--- config.mk ---
export PLATFORM = sky130hd
export DESIGN_NAME = tc_period_meter_flat
export DESIGN_NICKNAME = d
export VERILOG_FILES = /design/src/rtl/tc_period_meter_if.sv /design/src/rtl/tc_period_meter.sv /design/src/flat_wrapper.sv
export SDC_FILE = /design/constraint.sdc
export NUM_CORES = 1
export LEC_CHECK = 0
export CORE_ASPECT_RATIO = 1.1
export CORE_MARGIN = 5
export CORE_UTILIZATION = 45
export DETAILED_ROUTE_END_ITERATION = 7
export MAX_ROUTING_LAYER = met4
export PLACE_DENSITY_LB_ADDON = 0.25
export SYNTH_ARGS = -nofsm -noshare
export SYNTH_HDL_FRONTEND = slang
export SYNTH_SLANG_ARGS = --single-unit
--- constraint.sdc ---
create_clock -name clk -period 4.05 [get_ports clk]
set_input_delay 0.405 -clock clk [delete_from_list [all_inputs] [get_ports clk]]
set_output_delay 0.405 -clock clk [all_outputs]
set_load 0.05 [all_outputs]
--- src/rtl/tc_period_meter_if.sv ---
`default_nettype none
// ============================================================================
//  Module      : tc_period_meter_if
//  Description : Signal bundle between a terminal-count source and the
//                period meter. The source drives clear/tc. The meter drives
//                the measurement results and status flags back.
//  Revision    : 1.0 - initial release
// ============================================================================
interface tc_period_meter_if #(
  parameter int WIDTH = 8
);
  logic             clear;
  logic             tc;
  logic [WIDTH-1:0] period;
  logic [WIDTH-1:0] reload_est;
  logic             period_valid;
  logic             locked;
  logic             mismatch;
  logic             overflow;

  // Source side: owns the pulse stream and the synchronous clear
  modport master (
    output clear,
    output tc,
    input  period,
    input  reload_est,
    input  period_valid,
    input  locked,
    input  mismatch,
    input  overflow
  );

  // Meter side: consumes tc, reports what it measured
  modport slave (
    input  clear,
    input  tc,
    output period,
    output reload_est,
    output period_valid,
    output locked,
    output mismatch,
    output overflow
  );
endinterface
`default_nettype wire

--- src/rtl/tc_period_meter.sv ---
`default_nettype none
// ============================================================================
//  Module      : tc_period_meter
//  Description : Recovers the reload value of a free-running reload counter
//                by timing the gap between rising edges of its terminal-count
//                pulse. Each new gap is compared with the previous one. After
//                LOCK_COUNT consecutive equal gaps the meter reports lock. A
//                gap that runs past the counter range sets a sticky overflow
//                flag and drops the meter back to idle.
//  Revision    : 1.0 - initial release
// ============================================================================
module tc_period_meter #(
  parameter int WIDTH      = 8,
  parameter int LOCK_COUNT = 2
) (
  input  wire logic           clk,
  input  wire logic           reset,
  tc_period_meter_if.slave    bus
);

  // --------------------------------------------------------------------------
  // Constants
  // --------------------------------------------------------------------------
  // The match counter must be able to hold LOCK_COUNT itself.
  localparam int c_match_w = (LOCK_COUNT < 1) ? 1 : $clog2(LOCK_COUNT + 1);

  localparam logic [WIDTH-1:0]     c_gap_max   = '1;
  localparam logic [WIDTH-1:0]     c_gap_one   = WIDTH'(1);
  localparam logic [c_match_w-1:0] c_lock_cnt  = c_match_w'(LOCK_COUNT);
  localparam logic [c_match_w-1:0] c_match_one = c_match_w'(1);

  // --------------------------------------------------------------------------
  // State encoding
  //   S_IDLE    : no reference rise yet. The next rise only starts timing.
  //   S_MEASURE : timing gaps while the lock criterion is not yet met.
  //   S_LOCKED  : the last LOCK_COUNT comparisons all matched.
  // --------------------------------------------------------------------------
  typedef enum logic [1:0] {
    S_IDLE    = 2'd0,
    S_MEASURE = 2'd1,
    S_LOCKED  = 2'd2
  } state_t;

  state_t                 r_state;
  state_t                 w_state_nxt;

  logic                   r_tc_d;
  logic [WIDTH-1:0]       r_gap_cnt;
  logic [WIDTH-1:0]       r_period;
  logic [WIDTH-1:0]       r_reload_est;
  logic                   r_period_valid;
  logic                   r_mismatch;
  logic                   r_overflow;
  logic [c_match_w-1:0]   r_match_cnt;
  // A comparison is only meaningful once a measurement exists in this run.
  // r_period alone cannot signal this, because it survives an overflow.
  logic                   r_have_prev;

  logic                   w_rise;
  logic                   w_counting;
  logic                   w_measure;
  logic                   w_saturate;
  logic                   w_same;
  logic                   w_break;
  logic [c_match_w-1:0]   w_match_nxt;

  // --------------------------------------------------------------------------
  // Event decode
  // --------------------------------------------------------------------------
  // A tc level held high for many cycles is one event. Only its rising
  // edge is used.
  assign w_rise     = bus.tc & ~r_tc_d;
  assign w_counting = (r_state != S_IDLE);

  // A rise while timing closes the current gap and produces a measurement.
  assign w_measure  = w_counting & w_rise;

  // The gap counter is already at full scale and no rise arrived. The next
  // count cannot be represented, so the measurement is abandoned. A rise on
  // that same cycle is still a valid full-scale measurement.
  assign w_saturate = w_counting & ~w_rise & (r_gap_cnt == c_gap_max);

  // The current gap equals the previous measurement.
  assign w_same     = r_have_prev & (r_gap_cnt == r_period);

  // A locked meter sees a different gap. This measurement breaks lock.
  assign w_break    = (r_state == S_LOCKED) & w_measure & ~w_same;

  // Consecutive-match counter update. It saturates at the lock threshold.
  always_comb begin
    w_match_nxt = '0;
    if (w_same) begin
      if (r_match_cnt >= c_lock_cnt) begin
        w_match_nxt = c_lock_cnt;
      end else begin
        w_match_nxt = r_match_cnt + c_match_one;
      end
    end
  end

  // --------------------------------------------------------------------------
  // FSM
  // --------------------------------------------------------------------------
  // State register. clear takes priority over any event.
  always_ff @(posedge clk or negedge reset) begin
    if (!reset) begin
      r_state <= S_IDLE;
    end else if (bus.clear) begin
      r_state <= S_IDLE;
    end else begin
      r_state <= w_state_nxt;
    end
  end

  // Next-state logic driven by rise, saturation and match events
  always_comb begin
    w_state_nxt = r_state;
    unique case (r_state)
      S_IDLE: begin
        if (w_rise) begin
          w_state_nxt = S_MEASURE;
        end
      end
      S_MEASURE: begin
        if (w_saturate) begin
          w_state_nxt = S_IDLE;
        end else if (w_measure && (w_match_nxt == c_lock_cnt)) begin
          w_state_nxt = S_LOCKED;
        end
      end
      S_LOCKED: begin
        if (w_saturate) begin
          w_state_nxt = S_IDLE;
        end else if (w_break) begin
          w_state_nxt = S_MEASURE;
        end
      end
      default: begin
        w_state_nxt = S_IDLE;
      end
    endcase
  end

  // --------------------------------------------------------------------------
  // Datapath
  // --------------------------------------------------------------------------
  // Edge detector, gap counter, measurement registers and status flags
  always_ff @(posedge clk or negedge reset) begin
    if (!reset) begin
      r_tc_d         <= 1'b0;
      r_gap_cnt      <= '0;
      r_period       <= '0;
      r_reload_est   <= '0;
      r_period_valid <= 1'b0;
      r_mismatch     <= 1'b0;
      r_overflow     <= 1'b0;
      r_match_cnt    <= '0;
      r_have_prev    <= 1'b0;
    end else if (bus.clear) begin
      r_tc_d         <= 1'b0;
      r_gap_cnt      <= '0;
      r_period       <= '0;
      r_reload_est   <= '0;
      r_period_valid <= 1'b0;
      r_mismatch     <= 1'b0;
      r_overflow     <= 1'b0;
      r_match_cnt    <= '0;
      r_have_prev    <= 1'b0;
    end else begin
      r_tc_d         <= bus.tc;
      // Both pulses are registered, so each lasts exactly the cycle that
      // follows the triggering edge.
      r_period_valid <= w_measure;
      r_mismatch     <= w_break;

      if (!w_counting) begin
        // The first rise only opens the timing window.
        if (w_rise) begin
          r_gap_cnt <= c_gap_one;
        end
      end else if (w_measure) begin
        r_period     <= r_gap_cnt;
        r_reload_est <= r_gap_cnt - c_gap_one;
        r_match_cnt  <= w_match_nxt;
        r_have_prev  <= 1'b1;
        // The rising edge itself is cycle 1 of the next gap.
        r_gap_cnt    <= c_gap_one;
      end else if (w_saturate) begin
        // Keep the last good period. Forget it as a comparison reference.
        r_overflow  <= 1'b1;
        r_match_cnt <= '0;
        r_have_prev <= 1'b0;
        r_gap_cnt   <= '0;
      end else begin
        r_gap_cnt <= r_gap_cnt + c_gap_one;
      end
    end
  end

  // --------------------------------------------------------------------------
  // Outputs
  // --------------------------------------------------------------------------
  assign bus.period       = r_period;
  assign bus.reload_est   = r_reload_est;
  assign bus.period_valid = r_period_valid;
  assign bus.locked       = (r_state == S_LOCKED);
  assign bus.mismatch     = r_mismatch;
  assign bus.overflow     = r_overflow;

endmodule
`default_nettype wire

--- src/flat_wrapper.sv ---
// flat-port wrapper written by rule: the top's interface ports become plain ports
module tc_period_meter_flat 
#(
  parameter int WIDTH      = 8,
  parameter int LOCK_COUNT = 2
)
  (clk, reset, bus_clear, bus_tc, bus_period, bus_reload_est, bus_period_valid, bus_locked, bus_mismatch, bus_overflow);
  tc_period_meter_if #(.WIDTH(WIDTH)) bus_i ();
  input  wire logic clk;
  input  wire logic reset;
  input wire logic [$bits(bus_i.clear)-1:0] bus_clear;
  input wire logic [$bits(bus_i.tc)-1:0] bus_tc;
  output wire logic [$bits(bus_i.period)-1:0] bus_period;
  output wire logic [$bits(bus_i.reload_est)-1:0] bus_reload_est;
  output wire logic [$bits(bus_i.period_valid)-1:0] bus_period_valid;
  output wire logic [$bits(bus_i.locked)-1:0] bus_locked;
  output wire logic [$bits(bus_i.mismatch)-1:0] bus_mismatch;
  output wire logic [$bits(bus_i.overflow)-1:0] bus_overflow;
  assign bus_i.clear = bus_clear;
  assign bus_i.tc = bus_tc;
  assign bus_period = bus_i.period;
  assign bus_reload_est = bus_i.reload_est;
  assign bus_period_valid = bus_i.period_valid;
  assign bus_locked = bus_i.locked;
  assign bus_mismatch = bus_i.mismatch;
  assign bus_overflow = bus_i.overflow;
  tc_period_meter #(.WIDTH(WIDTH), .LOCK_COUNT(LOCK_COUNT)) u_core (.clk(clk), .reset(reset), .bus(bus_i));
endmodule
Word level (Yosys, flattened, before mapping)
Cells that the tools add are included.
{"block": "word_totals", "regBits": 33, "wordCells": 80}
{"block": "classes", "n_addsub": 3, "magnitude_cmp": 1, "n_bitwise": 10, "n_mux": 35, "n_eq_ne": 9, "reduce_logical": 12}
{"op": "$mux 8", "count": 11}
{"op": "$mux 2", "count": 12}
{"op": "$mux 1", "count": 11}
{"op": "$add 8x1->8 const B", "count": 1}
{"op": "$eq 8x8->1", "count": 1}
{"op": "$eq 8x8->1 const B", "count": 1}
{"op": "$ne 4x2->1 const B", "count": 2}
{"op": "$reduce_bool 2->1", "count": 4}
{"op": "$sub 8x1->8 const B", "count": 1}
{"op": "$and 1x1->1", "count": 7}
{"op": "$pmux 2 s3", "count": 1}
{"op": "$reduce_and 3->1", "count": 2}
{"op": "$reduce_bool 3->1", "count": 2}
{"op": "$eq 2x2->1 const B", "count": 2}
{"op": "$reduce_and 2->1", "count": 2}
{"op": "$ne 3x2->1 const B", "count": 1}
{"op": "$not 1->1", "count": 3}
{"op": "$add 2x1->2 const B", "count": 1}
{"op": "$eq 2x1->1 const B", "count": 1}
{"op": "$ge 2x2->1 const B", "count": 1}
{"op": "$logic_not 2->1", "count": 1}
{"op": "$ne 2x2->1 const B", "count": 1}
{"op": "$logic_and 1x1->1", "count": 1}

Depth between registers and ports, before layout
{"block": "logic_depth", "depth_word": 9, "depth_mapped": 6}

Worst setup path before layout
No wires, ideal clock.
{"block": "synth_path", "path_kind": "flip-flop to flip-flop", "from": "register u_core.r_period[0], in the netlist u_core.bus.period[0]", "to": "register u_core.r_state[0]", "required_time_ps": 3926, "period_less_slack_ps": 1737, "path_buffers": 0, "arrival_ps": 1613, "stages_incl_launch_ff": 5, "slack_ps": 2313, "cell_sequence": "dfrtp_1 -> xor2_1 -> nor4_1 -> nand3_1 -> a211o_1"}
{"block": "synth_via", "elab_chain_len": 7, "word_cells_on_any_way": 10}
{"element": "start, declared", "line_no": "tc_period_meter.sv:49", "source": "logic [WIDTH-1:0] r_period;"}
{"element": "start signal, assigned", "line_no": "tc_period_meter.sv:182", "source": "r_period <= r_gap_cnt;"}
{"element": "$eq 8x8->1 (*)", "line_no": "tc_period_meter.sv:84", "source": "assign w_same = r_have_prev & (r_gap_cnt == r_period);"}
{"element": "$and 1x1->1 (*)", "line_no": "tc_period_meter.sv:84"}
{"element": "$mux 2", "line_no": "tc_period_meter.sv:92", "source": "if (w_same) begin"}
{"element": "$eq 2x2->1", "line_no": "tc_period_meter.sv:127", "source": "end else if (w_measure && (w_match_nxt == c_lock_cnt)) begin"}
{"element": "$logic_and 1x1->1", "line_no": "tc_period_meter.sv:127"}
{"element": "$ne 4x2->1 (no line)"}
{"element": "$reduce_and 3->1 (no line) (*)"}
{"element": "end signal, assigned", "line_no": "tc_period_meter.sv:111", "source": "r_state <= w_state_nxt;"}
{"element": "end, declared", "line_no": "tc_period_meter.sv:44", "source": "state_t r_state;"}
Every way passes the cells marked *; elsewhere a longest branch is shown, timed or not.
A chain may end at the register's enable or synchronous reset.

Worst setup path in the final report
{"block": "layout_path", "from": "register u_core.r_gap_cnt[4]", "to": "register u_core.r_state[0]"}
{"block": "layout_via", "elab_chain_len": 7, "word_cells_on_any_way": 16}
{"element": "start, declared", "line_no": "tc_period_meter.sv:48", "source": "logic [WIDTH-1:0] r_gap_cnt;"}
{"element": "start signal, assigned", "line_no": "tc_period_meter.sv:179", "source": "r_gap_cnt <= c_gap_one;"}
{"element": "start signal, assigned", "line_no": "tc_period_meter.sv:187", "source": "r_gap_cnt <= c_gap_one;"}
{"element": "start signal, assigned", "line_no": "tc_period_meter.sv:195", "source": "r_gap_cnt <= r_gap_cnt + c_gap_one;"}
{"element": "$eq 8x8->1", "line_no": "tc_period_meter.sv:84"}
{"element": "$and 1x1->1", "line_no": "tc_period_meter.sv:84"}
{"element": "$mux 2", "line_no": "tc_period_meter.sv:92"}
{"element": "$eq 2x2->1", "line_no": "tc_period_meter.sv:127"}
{"element": "$logic_and 1x1->1", "line_no": "tc_period_meter.sv:127"}
{"element": "$ne 4x2->1 (no line)"}
{"element": "$reduce_and 3->1 (no line)"}
Several ways; a longest one is shown, not always the timed one.

==> summary.md <==
| Metric | Value |
|---|---|
| Status | finished clean |
| Crit path launch type | flop |
| CTS tree | done |
| Pint | 0.526 mW |
| I/O pins | 24 |
| Clock buffer depth | 2 |
| Critical path buffers and inverters | 0 |
| CP max stage delay | 0.72 ns |
| Worst path arrival time | 2.32 ns |
| Commonest non-fill, non-tap cells in the layout | 33 x dfrtp_1, 23 x clkdlybuf4s50_1, 22 x nand2_1 |
| Synthesized instance count | 190 |
| Rows | 24 |
| Most common cell after layout, fill and taps aside | dfrtp_1 |
| Global-route wire length before repair | 6910 um |
| Number of synthesized register bits | 33 |
| Drt total wl | 4020 um |
| Diode count | 0 |
| Cell family with most CP delay | simple AND/OR/NAND/NOR gates |
| Multi-input logic area | 847 um2 |
| LEAKAGE | 0.892 nW |
| Crit path kind | flop to flop |
| DR WL/cell | 15.4 um |
| Worst skew pair latency | 0.28 ns |
| Setup Fix Bufs, Post-CTS | 0 |
| MaxCap Viol Count | 0 |
| DRC errors left | 0 |
| WP data required | 4.21 ns |
| Port bufs | 23 |
| GRT Overall Usage | 0.170 |
| Die height | 75.8 um |
| Gate power share | 0.227 |
| CTS Root Cell | clkbuf_8 |
| Starting Density | 0.457 |
| Area of the core | 3870 um2 |
| Final TNS setup | 0 ns |
| HP Class | flop to flop |
| P per Cell Area | 374 nW/um2 |
| FF/Latch Area | 826 um2 |
| Worst Path Max Fanout | 10 |
| Via/cell ratio | 5.54 |
| Post-synthesis sequential area ratio | 0.467 |
| Switching pwr | 0.253 mW |
| Slowest stage cell, crit path | nor4_1 |
| Synth top area cells | dfrtp_1 47%, xor2_1 5.4%, a21oi_1 5.1%, nand2_1 4.7%, nor2_1 4.2% |
| Pin count of the biggest net entering global routing | 34 |
| Library cells used by synthesis | 42 |
| Sw Share | 0.325 |
| H-tree depth | 2 |
| Die area | 5290 um2 |
| Total Power | 0.779 mW |
| Drt pass-1 iters | 4 |
| Mean Syn Cell Area | 9.31 um2 |
| Yosys warns | 0 |
| Layout Cells excl Fill | 261 |
| Initial antenna violation count | 0 |
| DP Worst Slack | 1.66 ns |
| Netlist Area Pre-Place | 1770 um2 |
| Detail Placement HPWL | 2800 um |
| Initial DRC Count | 70 |
| Setup crit end kind | flop |
| Cells along the critical path | xor2_1 > nor4_1 > nand3_1 > a211o_1 |
| VDD IR max | 0.183 mV |
| Clk slew on worst S/H paths | 0.07 ns |
| Fin. Hold Viols | 0 |
| Clock Skew | 0.00930 ns |
| Max-slew headroom | 0.453 |
| Die width | 69.8 um |
| Vias in the first global route | 1394 |
| Core Util, Final | 0.538 |
| Post-route setup slack | 1.89 ns |
| CTS sink count | 33 |
| Hold buffers post-CTS | 0 |
| Area delta synth->final | 17.8% |
| Min Clock Period, post-route | 2.16 ns |
| Fraction of layout cells with a size suffix above 1 | 0.0861 |
| Worst slew pin tran | 0.813 ns |
| Flop pwr share | 0.467 |
| Clock power share | 0.307 |
| Gr ovfl total | 0 |
| PostCTS Resize Cnt | 0 |
| Fmax | 463 MHz |
| Post-Syn Nets | 196 |
| Setup violators final | 0 |
| Routed Antenna Nets | 0 |
| RSZ-0062 raised after global routing | no |
| # fillers | 351 |
| Crit share post-route | 0.533 |
| CTS buffer count | 5 |
| Via count | 1445 |
| Post-Place Cells | 253 |
| Top-area cell type share of the netlist area | 0.467 |
| Synth area leader | dfrtp_1 |
| Pins over their slew limit | 0 |
| Final nets | 214 |
| Placer Congestion | 0.843 |
-- logic make-up after synthesis --
| family | after synthesis | share of synthesized area |
|---|---|---|
| simple gates | 80 | 0.230 |
| compound gates | 40 | 0.150 |
| flops | 33 | 0.467 |
| buf+inv | 18 | 0.0545 |
| xor+xnor | 16 | 0.0792 |
| fa+ha+maj | 2 | 0.0141 |
| mux | 1 | 0.00566 |
-- synth_stat cells, drive strengths merged --
cell and n:
nand2 22, o22ai 2, nor4 3, o311ai 1, inv 3, o31ai 6, nand4 2, or3 1
nor3 8, o21a 1, o21ai 1, and3 2, xnor2 5, nor2 20, a41oi 1, a21oi 18
nand2b 1, dfrtp 33, and2 2, nor3b 3, a21boi 1, ha 2, xor2 11, buf 8
a211o 1, or2 4, mux2i 1, a311oi 2, nor2b 4, a211oi 4, a221oi 1, clkbuf 7
o211a 1, nand3 5, or4 3
-- layout make-up --
type | count | share of cell area
Tap cell | 52 | 0.0312
Clock inverter | 2 | 0.00480
Multi-Input combinational cell | 139 | 0.406
Clock buffer | 6 | 0.0348
Sequential cell | 33 | 0.396
Inverter | 3 | 0.00540
Timing Repair Buffer | 26 | 0.121
-- power groups by stage --
stage | sequential [mW] | combinational [mW] | clock, mW
2_1_floorplan | 0.399 | 0.0961 | 0
3_3_place_gp | 0.368 | 0.173 | 0
3_5_place_dp | 0.369 | 0.177 | 0
4_1_cts | 0.363 | 0.177 | 0.245
5_1_grt | 0.366 | 0.192 | 0.258
6_report | 0.364 | 0.176 | 0.239
-- registers in the layout, indices dropped and copies added (netlist names), 2 cells and up --
name,flops
u_core.r_match_cnt,2
u_core.bus.period,8
u_core.r_state,2
u_core.r_gap_cnt,8
u_core.bus.reload_est,8
-- metrics by stage --
step / hold slack, ns / cell area (um2)
floorplan: 0.109 / 1770
global placement: 0.488 / 2000
detailed placement: 0.497 / 2000
CTS: 0.516 / 2080
global route: 0.562 / 2080
finish: 0.504 / 2080
-- layer usage --
layer  wire, um  vias up  GRT usage
met1       1790      695      0.202
met5          0        -          -
li1           -      698          -
met2       1970       47      0.284
met3        235        5     0.0462
met4         25        0     0.0574
-- worst paths after layout --
| path | cells past startpoint | startpoint | to | slack (ns) |
|---|---|---|---|---|
| max in group asynchronous | 2 | reset | u_core.bus.mismatch$_DFF_PN0_ | 3.22 |
| worst max-delay path | 4 | u_core.r_gap_cnt[4]$_DFFE_PN0P_ | u_core.r_state[0]$_DFFE_PN0P_ | 1.89 |
| min in group asynchronous | 2 | reset | u_core.bus.reload_est[3]$_DFFE_PN0P_ | 0.52 |
| worst min-delay path | 2 | u_core.bus.overflow$_DFFE_PN0P_ | u_core.bus.overflow$_DFFE_PN0P_ | 0.50 |
| worst min register to register | 2 | u_core.bus.overflow$_DFFE_PN0P_ | u_core.bus.overflow$_DFFE_PN0P_ | 0.50 |
| worst max register to register | 4 | u_core.r_gap_cnt[4]$_DFFE_PN0P_ | u_core.r_state[0]$_DFFE_PN0P_ | 1.89 |
-- worst reg2reg max path, stage by stage (launching register included) --
cell and delay [ns]:
dfrtp_1 0.54, xor2_1 0.23, nor4_1 0.72, nand3_1 0.24
a211o_1 0.30
Power figures use the tool's default switching activity.
